## src/rtl/scan_pkg.sv

```systemverilog
`default_nettype none
// ============================================================================
// Module      : scan_pkg
// Description : Shared types for the memory scan engine: FSM state encoding
//               and the {address, data} pair carried through the skid buffer.
// Revision    : 1.0 - initial release
// ============================================================================
package scan_pkg;

    localparam int SCAN_ADDR_W = 32;
    localparam int SCAN_DATA_W = 32;

    typedef enum logic [1:0] {
        IDLE   = 2'd0,
        RUN    = 2'd1,
        DRAIN  = 2'd2,
        FINISH = 2'd3
    } scan_state_t;

    typedef struct packed {
        logic [SCAN_ADDR_W-1:0] addr;
        logic [SCAN_DATA_W-1:0] data;
    } scan_pair_t;

endpackage : scan_pkg
`default_nettype wire

```

## src/rtl/scan_skid_buf.sv

```systemverilog
`default_nettype none
// ============================================================================
// Module      : scan_skid_buf
// Description : Small synchronous FIFO holding returned {addr, data} pairs.
//               Head entry is presented combinationally; flush empties it in
//               one cycle. The upstream credit check guarantees no overflow.
// Revision    : 1.0 - initial release
// ============================================================================
module scan_skid_buf
    import scan_pkg::*;
#(
    parameter int  DEPTH   = 2,
    parameter type ENTRY_T = scan_pair_t,
    localparam int PTR_W   = $clog2(DEPTH),
    localparam int CNT_W   = $clog2(DEPTH) + 1
) (
    input  logic             clk_i,
    input  logic             rst_ni,
    input  logic             push_i,
    input  ENTRY_T           push_data_i,
    input  logic             pop_i,
    input  logic             flush_i,
    output logic [CNT_W-1:0] count_o,
    output ENTRY_T           head_o
);

    ENTRY_T             mem_q [DEPTH];
    logic [PTR_W-1:0]   wr_ptr_q;
    logic [PTR_W-1:0]   rd_ptr_q;
    logic [CNT_W-1:0]   count_q;

    // Storage, pointers and occupancy; pointers wrap naturally (power-of-two depth).
    always_ff @(posedge clk_i or negedge rst_ni) begin
        if (!rst_ni) begin
            wr_ptr_q <= '0;
            rd_ptr_q <= '0;
            count_q  <= '0;
            for (int i = 0; i < DEPTH; i++) begin
                mem_q[i] <= '0;
            end
        end else if (flush_i) begin
            wr_ptr_q <= '0;
            rd_ptr_q <= '0;
            count_q  <= '0;
        end else begin
            if (push_i) begin
                mem_q[wr_ptr_q] <= push_data_i;
                wr_ptr_q        <= wr_ptr_q + 1'b1;
            end
            if (pop_i) begin
                rd_ptr_q <= rd_ptr_q + 1'b1;
            end
            case ({push_i, pop_i})
                2'b10:   count_q <= count_q + 1'b1;
                2'b01:   count_q <= count_q - 1'b1;
                default: count_q <= count_q;
            endcase
        end
    end

    assign count_o = count_q;
    assign head_o  = mem_q[rd_ptr_q];

endmodule : scan_skid_buf
`default_nettype wire

```

## src/rtl/mem_scan_engine.sv

```systemverilog
`default_nettype none
// ============================================================================
// Module      : mem_scan_engine
// Description : Walks a synchronous single-port RAM over [start, end] with a
//               programmable stride and streams {addr, data} pairs out over a
//               valid/ready interface, one pair per cycle when unstalled.
// Revision    : 1.0 - initial release
// ============================================================================
module mem_scan_engine
    import scan_pkg::*;
#(
    parameter int ADDR_W    = 32,
    parameter int DATA_W    = 32,
    parameter int BUF_DEPTH = 2
) (
    input  logic              clk_i,
    input  logic              rst_ni,
    input  logic              start_i,
    input  logic              abort_i,
    input  logic [ADDR_W-1:0] start_addr_i,
    input  logic [ADDR_W-1:0] end_addr_i,
    input  logic [ADDR_W-1:0] stride_i,
    output logic              mem_rd_en_o,
    output logic [ADDR_W-1:0] mem_addr_o,
    input  logic [DATA_W-1:0] mem_rdata_i,
    output logic              out_valid_o,
    input  logic              out_ready_i,
    output logic [ADDR_W-1:0] out_addr_o,
    output logic [DATA_W-1:0] out_data_o,
    output logic              busy_o,
    output logic              done_o,
    output logic              err_o,
    output logic              aborted_o,
    output logic [ADDR_W-1:0] words_sent_o
);

    localparam int CNT_W = $clog2(BUF_DEPTH) + 1;

    // Pair type sized to this instance (the package type is fixed at defaults).
    typedef struct packed {
        logic [ADDR_W-1:0] addr;
        logic [DATA_W-1:0] data;
    } pair_t;

    scan_state_t       state_q, state_d;
    logic [ADDR_W-1:0] cur_q, cur_d;
    logic [ADDR_W-1:0] end_q, end_d;
    logic [ADDR_W-1:0] stride_q, stride_d;
    logic [ADDR_W-1:0] words_q, words_d;
    logic [ADDR_W-1:0] rd_addr_q;
    logic              inflight_q;
    logic              err_q, err_d;
    logic              aborted_q, aborted_d;

    logic [CNT_W-1:0]  count;
    pair_t             head;
    pair_t             push_data;
    logic              active;
    logic              push;
    logic              pop;
    logic              credit;
    logic              issue;
    logic              last_rd;
    logic [ADDR_W:0]   nxt_sum;

    // Datapath strobes: issue gating by credit, capture of returned reads, handshake.
    always_comb begin
        active         = (state_q == RUN) || (state_q == DRAIN);
        out_valid_o    = (count != '0);
        pop            = out_valid_o && out_ready_i;
        // An abort discards the read currently returning from the RAM.
        push           = inflight_q && active && !abort_i;
        // Occupancy plus the outstanding read, less this cycle's pop, must leave a slot.
        credit         = (int'(count) + int'(inflight_q)) < (BUF_DEPTH + int'(pop));
        issue          = (state_q == RUN) && !abort_i && credit;
        // Extra top bit catches a carry out of the address space.
        nxt_sum        = {1'b0, cur_q} + {1'b0, stride_q};
        last_rd        = nxt_sum[ADDR_W] || (nxt_sum[ADDR_W-1:0] > end_q);
        push_data.addr = rd_addr_q;
        push_data.data = mem_rdata_i;
    end

    scan_skid_buf #(
        .DEPTH   (BUF_DEPTH),
        .ENTRY_T (pair_t)
    ) u_skid_buf (
        .clk_i       (clk_i),
        .rst_ni      (rst_ni),
        .push_i      (push),
        .push_data_i (push_data),
        .pop_i       (pop),
        .flush_i     (active && abort_i),
        .count_o     (count),
        .head_o      (head)
    );

    // Next-state logic for the scan FSM and its configuration/status registers.
    always_comb begin
        state_d   = state_q;
        cur_d     = cur_q;
        end_d     = end_q;
        stride_d  = stride_q;
        err_d     = err_q;
        aborted_d = aborted_q;
        words_d   = words_q + ADDR_W'(pop);
        case (state_q)
            IDLE: begin
                if (start_i) begin
                    cur_d     = start_addr_i;
                    end_d     = end_addr_i;
                    stride_d  = stride_i;
                    err_d     = 1'b0;
                    aborted_d = 1'b0;
                    words_d   = '0;
                    if ((stride_i == '0) || (end_addr_i < start_addr_i)) begin
                        err_d   = 1'b1;
                        state_d = FINISH;
                    end else begin
                        state_d = RUN;
                    end
                end
            end
            RUN: begin
                if (abort_i) begin
                    aborted_d = 1'b1;
                    state_d   = FINISH;
                end else if (issue) begin
                    cur_d = nxt_sum[ADDR_W-1:0];
                    if (last_rd) begin
                        state_d = DRAIN;
                    end
                end
            end
            DRAIN: begin
                if (abort_i) begin
                    aborted_d = 1'b1;
                    state_d   = FINISH;
                end else if (!inflight_q &&
                             ((count == '0) || ((count == CNT_W'(1)) && pop))) begin
                    // Leave as the final pair is accepted so done lands one cycle later.
                    state_d = FINISH;
                end
            end
            FINISH: begin
                state_d = IDLE;
            end
            default: begin
                state_d = IDLE;
            end
        endcase
    end

    // State, configuration and read-tracking registers.
    always_ff @(posedge clk_i or negedge rst_ni) begin
        if (!rst_ni) begin
            state_q    <= IDLE;
            cur_q      <= '0;
            end_q      <= '0;
            stride_q   <= '0;
            words_q    <= '0;
            err_q      <= 1'b0;
            aborted_q  <= 1'b0;
            inflight_q <= 1'b0;
            rd_addr_q  <= '0;
        end else begin
            state_q    <= state_d;
            cur_q      <= cur_d;
            end_q      <= end_d;
            stride_q   <= stride_d;
            words_q    <= words_d;
            err_q      <= err_d;
            aborted_q  <= aborted_d;
            inflight_q <= issue;
            if (issue) begin
                rd_addr_q <= cur_q;
            end
        end
    end

    assign mem_rd_en_o  = issue;
    assign mem_addr_o   = cur_q;
    assign out_addr_o   = head.addr;
    assign out_data_o   = head.data;
    assign busy_o       = (state_q != IDLE);
    assign done_o       = (state_q == FINISH);
    assign err_o        = err_q;
    assign aborted_o    = aborted_q;
    assign words_sent_o = words_q;

endmodule : mem_scan_engine
`default_nettype wire

```

## config.mk

```make
export PLATFORM = sky130hd
export DESIGN_NAME = mem_scan_engine
export DESIGN_NICKNAME = d
export VERILOG_FILES = /design/src/rtl/scan_pkg.sv /design/src/rtl/scan_skid_buf.sv /design/src/rtl/mem_scan_engine.sv
export SDC_FILE = /design/constraint.sdc
export NUM_CORES = 1
export LEC_CHECK = 0
export BUFFER_PORTS_ARGS = -buffer_cell sky130_fd_sc_hd__buf_2
export CAP_MARGIN = 20
export CORE_MARGIN = 2
export CORE_UTILIZATION = 57
export DETAILED_ROUTE_END_ITERATION = 16
export GPL_ROUTABILITY_DRIVEN = 0
export PLACE_DENSITY = 0.81
export SYNTH_ARGS = -nofsm -noshare
export SYNTH_HDL_FRONTEND = slang
export SYNTH_SLANG_ARGS = --single-unit
```

## constraint.sdc

```tcl
create_clock -name clk_i -period 5.96 [get_ports clk_i]
set_input_delay 0.596 -clock clk_i [delete_from_list [all_inputs] [get_ports clk_i]]
set_output_delay 0.596 -clock clk_i [all_outputs]
set_load 0.005 [all_outputs]
```

==> flow_metrics.py <==
metrics = {
    "clocking": {
        "clock_latency_ns": 0.56,
        "ctsHtreeMaxLevel": 1,
        "cts.sinks": 297,
        "ctsHoldBuffers": 0,
        "post-cts-setup-buffers": 0,
        "clockRootBuffer": "clkbuf_16",
        "clk_pin_slew_worst_paths_ns": 0.06,
        "cts_tree": "yes",
        "cts-resized-gates": 0,
        "cts_buffer_depth": 3,
        "numCtsBuffers": 31,
    },
    "power": {
        "leakagePower_uw": 0.00962,
        "p_sw_uw": 4080,
        "pwr-share-clk": 0.180,
        "p_seq_frac": 0.327,
        "p_total_uw": 10400,
        "irDropWorstVdd_v": 0.000340,
        "switching_share": 0.394,
        "pwr-share-comb": 0.493,
        "internal_power_uw": 6270,
        "p_per_area_nw_per_um2": 560,
    },
    "yosys": {
        "synthAdderAreaFrac": 0.0850,
        "ys_seq_elements": 297,
        "synth_edf_count": 0,
        "synth_ff_type": "dfrtp_1",
        "netlist_area_um2": 15800,
        "syn_inst": 1487,
        "yosysSeqAreaShare": 0.469,
        "synth-simple-area-share": 0.104,
        "synth_cell_types": 51,
        "synth_async_sr_flop_share": 1.00,
        "yosys_warnings": 0,
        "synth-compound-area-share": 0.0993,
        "avgSynthCellArea_um2": 10.7,
        "synth_top_family_by_area": "multiplexers",
        "synth_mux_area_frac": 0.177,
        "synth_xor_area_frac": 0.0299,
        "synth_fp_nets": 1727,
    },
    "routing": {
        "vias": 12200,
        "drc": 0,
        "wire_per_inst_um": 18.4,
        "drtIter0Drc": 973,
        "wl_um": 39100,
        "drtAntennaViolNets": 0,
        "viasPerCell": 5.74,
        "drt_first_pass_iters": 5,
    },
    "grt": {
        "grt_pass1_vias": 12000,
        "grt_overflow": 0,
        "grt_pass1_wl_um": 61700,
        "grt_max_degree": 146,
        "grt_usage": 0.266,
        "antenna_found_initial": 0,
    },
    "sta": {
        "slew_violations": 0,
        "finClkSkew_ns": 0.0255,
        "finalCritPeriodShare": 0.819,
        "fin_crit_ns": 4.88,
        "tns_ns": 0,
        "hold_ws_ns": 0.0405,
        "relSlewSlack": 0.292,
        "timing.fmax_mhz": 205,
        "setup_violations": 0,
        "hold_viol": 0,
        "rsz0062_at_grt": "no",
        "worstMarginPinSlew_ns": 1.06,
    },
    "cells_and_area": {
        "final_nets": 1967,
        "fin_cells": 2125,
        "n_antenna_cell": 0,
        "area.growth.synth_to_final_pct": 16.6,
        "final_util": 0.671,
        "layout-drive-gt1-share": 0.318,
        "fill_cells": 2112,
    },
    "worst_setup_path": {
        "path_max_fanout": 5,
        "endpoint_kind": "flop",
        "worst_setup_path_start_kind": "flop",
        "critical_path_required_ns": 6.41,
        "critical_path_class": "flop to flop",
        "cp.arrival_ns": 5.33,
    },
    "min_path": {
        "hold_class": "primary input to async pin",
    },
    "die": {
        "start_util": 0.575,
        "fp-row-count": 61,
        "ios": 267,
        "core_area_um2": 27600,
        "fp.dieW_um": 171,
        "die_area_um2": 29100,
        "die_h_um": 171,
    },
    "place": {
        "hpwlAfterDp_um": 28000,
        "port_buffers": 266,
        "place_inst": 2072,
    },
    "outcome": {
        "outcome": "complete, no violations",
    },
    "flow_run": {
        "maxCapViolations": 0,
    },
}
==> worst max-delay path: stages, from the launching register on <==
cell and delay (ns):
dfrtp_1 0.40, ha_1 0.25, fa_1 0.41, a21oi_1 0.14, nor2b_1 0.08, a311o_1 0.44
a221o_1 0.43, o21ai_2 0.24, o211ai_1 0.13, a221o_1 0.36, xor2_1 0.16, ha_1 0.30
nand4_1 0.13, or3_1 0.35, o211ai_1 0.18, nor3_1 0.08, a21oi_1 0.19, a41o_1 0.20
a21oi_1 0.08, a31o_2 0.23
==> routing by layer <==
| metal | share of wire | routed length [um] | vias to the layer above | track usage |
|---|---|---|---|---|
| met5 | 0 | 0 | - | 0 |
| met4 | 0.034 | 1320 | 0 | 0.104 |
| met3 | 0.075 | 2940 | 91 | 0.0493 |
| met2 | 0.47 | 18300 | 469 | 0.431 |
| met1 | 0.42 | 16600 | 5949 | 0.355 |
| li1 | - | - | 5682 | - |
==> state kept, by name, indices dropped and copies added (netlist names) <==
| signal | count |
|---|---|
| u_skid_buf.rd_ptr_q | 1 |
| u_skid_buf.count_o | 2 |
| u_skid_buf.mem_q | 128 |
| u_skid_buf.wr_ptr_q | 1 |
| err_o | 1 |
| mem_addr_o | 32 |
| stride_q | 32 |
| rd_addr_q | 32 |
| inflight_q | 1 |
| words_sent_o | 32 |
| state_q | 2 |
| end_q | 32 |
| aborted_o | 1 |
==> layout by cell type (no fill, tap or decap), drive strengths merged, types with 3 or more instances in the layout <==
master | Yosys | layout
mux2i | 25 | 25
nor2b | 5 | 5
a21oi | 60 | 60
clkbuf | 62 | 48
nor4 | 9 | 9
and2 | 6 | 6
o21a | 7 | 7
a221o | 4 | 4
a2111oi | 3 | 3
nand3 | 19 | 19
o211ai | 6 | 6
clkinv | 1 | 4
buf | 6 | 275
ha | 106 | 106
nand2 | 194 | 194
o22ai | 3 | 3
nand4 | 23 | 23
o311ai | 3 | 3
nor3 | 10 | 10
nor2 | 69 | 69
xor2 | 28 | 28
inv | 80 | 80
dfrtp | 297 | 297
mux2 | 227 | 227
or3 | 9 | 9
o21ai | 87 | 87
nand2b | 8 | 8
a211oi | 6 | 6
a21o | 46 | 46
o221ai | 5 | 5
and3 | 16 | 16
a31oi | 7 | 7
xnor2 | 26 | 26
or2 | 3 | 3
==> cell families (layout without fill, tap and decap cells) <==
kind of cell / count (synthesis) / count (layout)
adder cells (fa/ha/maj): 107 / 107
multiplexers: 252 / 252
AO/OA/AOI/OAI: 254 / 254
AND/OR/NAND/NOR: 374 / 374
flip-flops: 297 / 297
XOR/XNOR: 54 / 54
buffers and inverters: 149 / 409
==> power groups by stage <==
stage | Clock [uW] | Combinational, uW | Sequential, uW
2_1_floorplan | 0 | 3620 | 3210
3_3_place_gp | 0 | 4860 | 3340
3_5_place_dp | 0 | 5020 | 3400
4_1_cts | 1880 | 5080 | 3380
5_1_grt | 1970 | 5680 | 3490
6_report | 1860 | 5110 | 3380
==> through the flow <==
| step | instance area [um2] | setup WS [ns] |
|---|---|---|
| 6_report | 18500 | 1.08 |
| 5_1_grt | 18500 | 0.788 |
| 4_1_cts | 18500 | 1.12 |
| 3_5_place_dp | 17500 | 1.12 |
| 3_3_place_gp | 17500 | 1.19 |
| 2_1_floorplan | 15800 | 1.53 |
==> cells in the mapped netlist (3+ instances only) <==
cell type  instances  area share
ha_1             106       0.084
and2_1             6      0.0024
o21ai_0           86       0.027
xor2_1            28       0.015
nor2_1            69       0.016
a31oi_1            7      0.0028
a221o_1            4      0.0025
a2111oi_0          3      0.0017
dfrtp_1          297        0.47
mux2i_1           25       0.016
o22ai_1            3      0.0012
nand3_1           19      0.0060
xnor2_1           26       0.014
clkbuf_1          62       0.015
o221ai_1           5      0.0028
a21o_1            46       0.022
nand4_1           23      0.0091
nand2b_1           8      0.0032
nor2b_1            5      0.0020
or2_2              3      0.0012
and3_1            16      0.0063
inv_1             80       0.019
nor4_1             9      0.0036
a21oi_1           60       0.019
mux2_2           227        0.16
nor3_1            10      0.0032
buf_1              6      0.0014
a211oi_1           6      0.0028
o21a_1             7      0.0033
nand2_1          194       0.046
or3_1              9      0.0036
o211ai_1           6      0.0028
==> layout make-up <==
type | count | area, um2 | share of cell area
Inverter | 81 | 304 | 0.0165
Multi-Input combinational cell | 1041 | 7880 | 0.426
Timing Repair Buffer | 275 | 1420 | 0.0769
Clock buffer | 48 | 890 | 0.0482
Sequential cell | 297 | 7430 | 0.402
Clock inverter | 5 | 75.1 | 0.00406
Tap cell | 378 | 473 | 0.0256
==> final timing paths <==
check	depth (start not counted)	slack [ns]	endpoint	start
min in group clk_i	3	0.25	stride_q[25]	stride_i[25]
worst max register to register	19	1.08	state_q[1]	mem_addr_o[0]
worst min register to register	2	0.48	err_o	err_o
worst max-delay path	19	1.08	state_q[1]	mem_addr_o[0]
worst min-delay path	1	0.04	words_sent_o[9]	rst_ni
max in group asynchronous	2	4.57	u_skid_buf.mem_q[96]	rst_ni
Power figures use the tool's default switching activity.
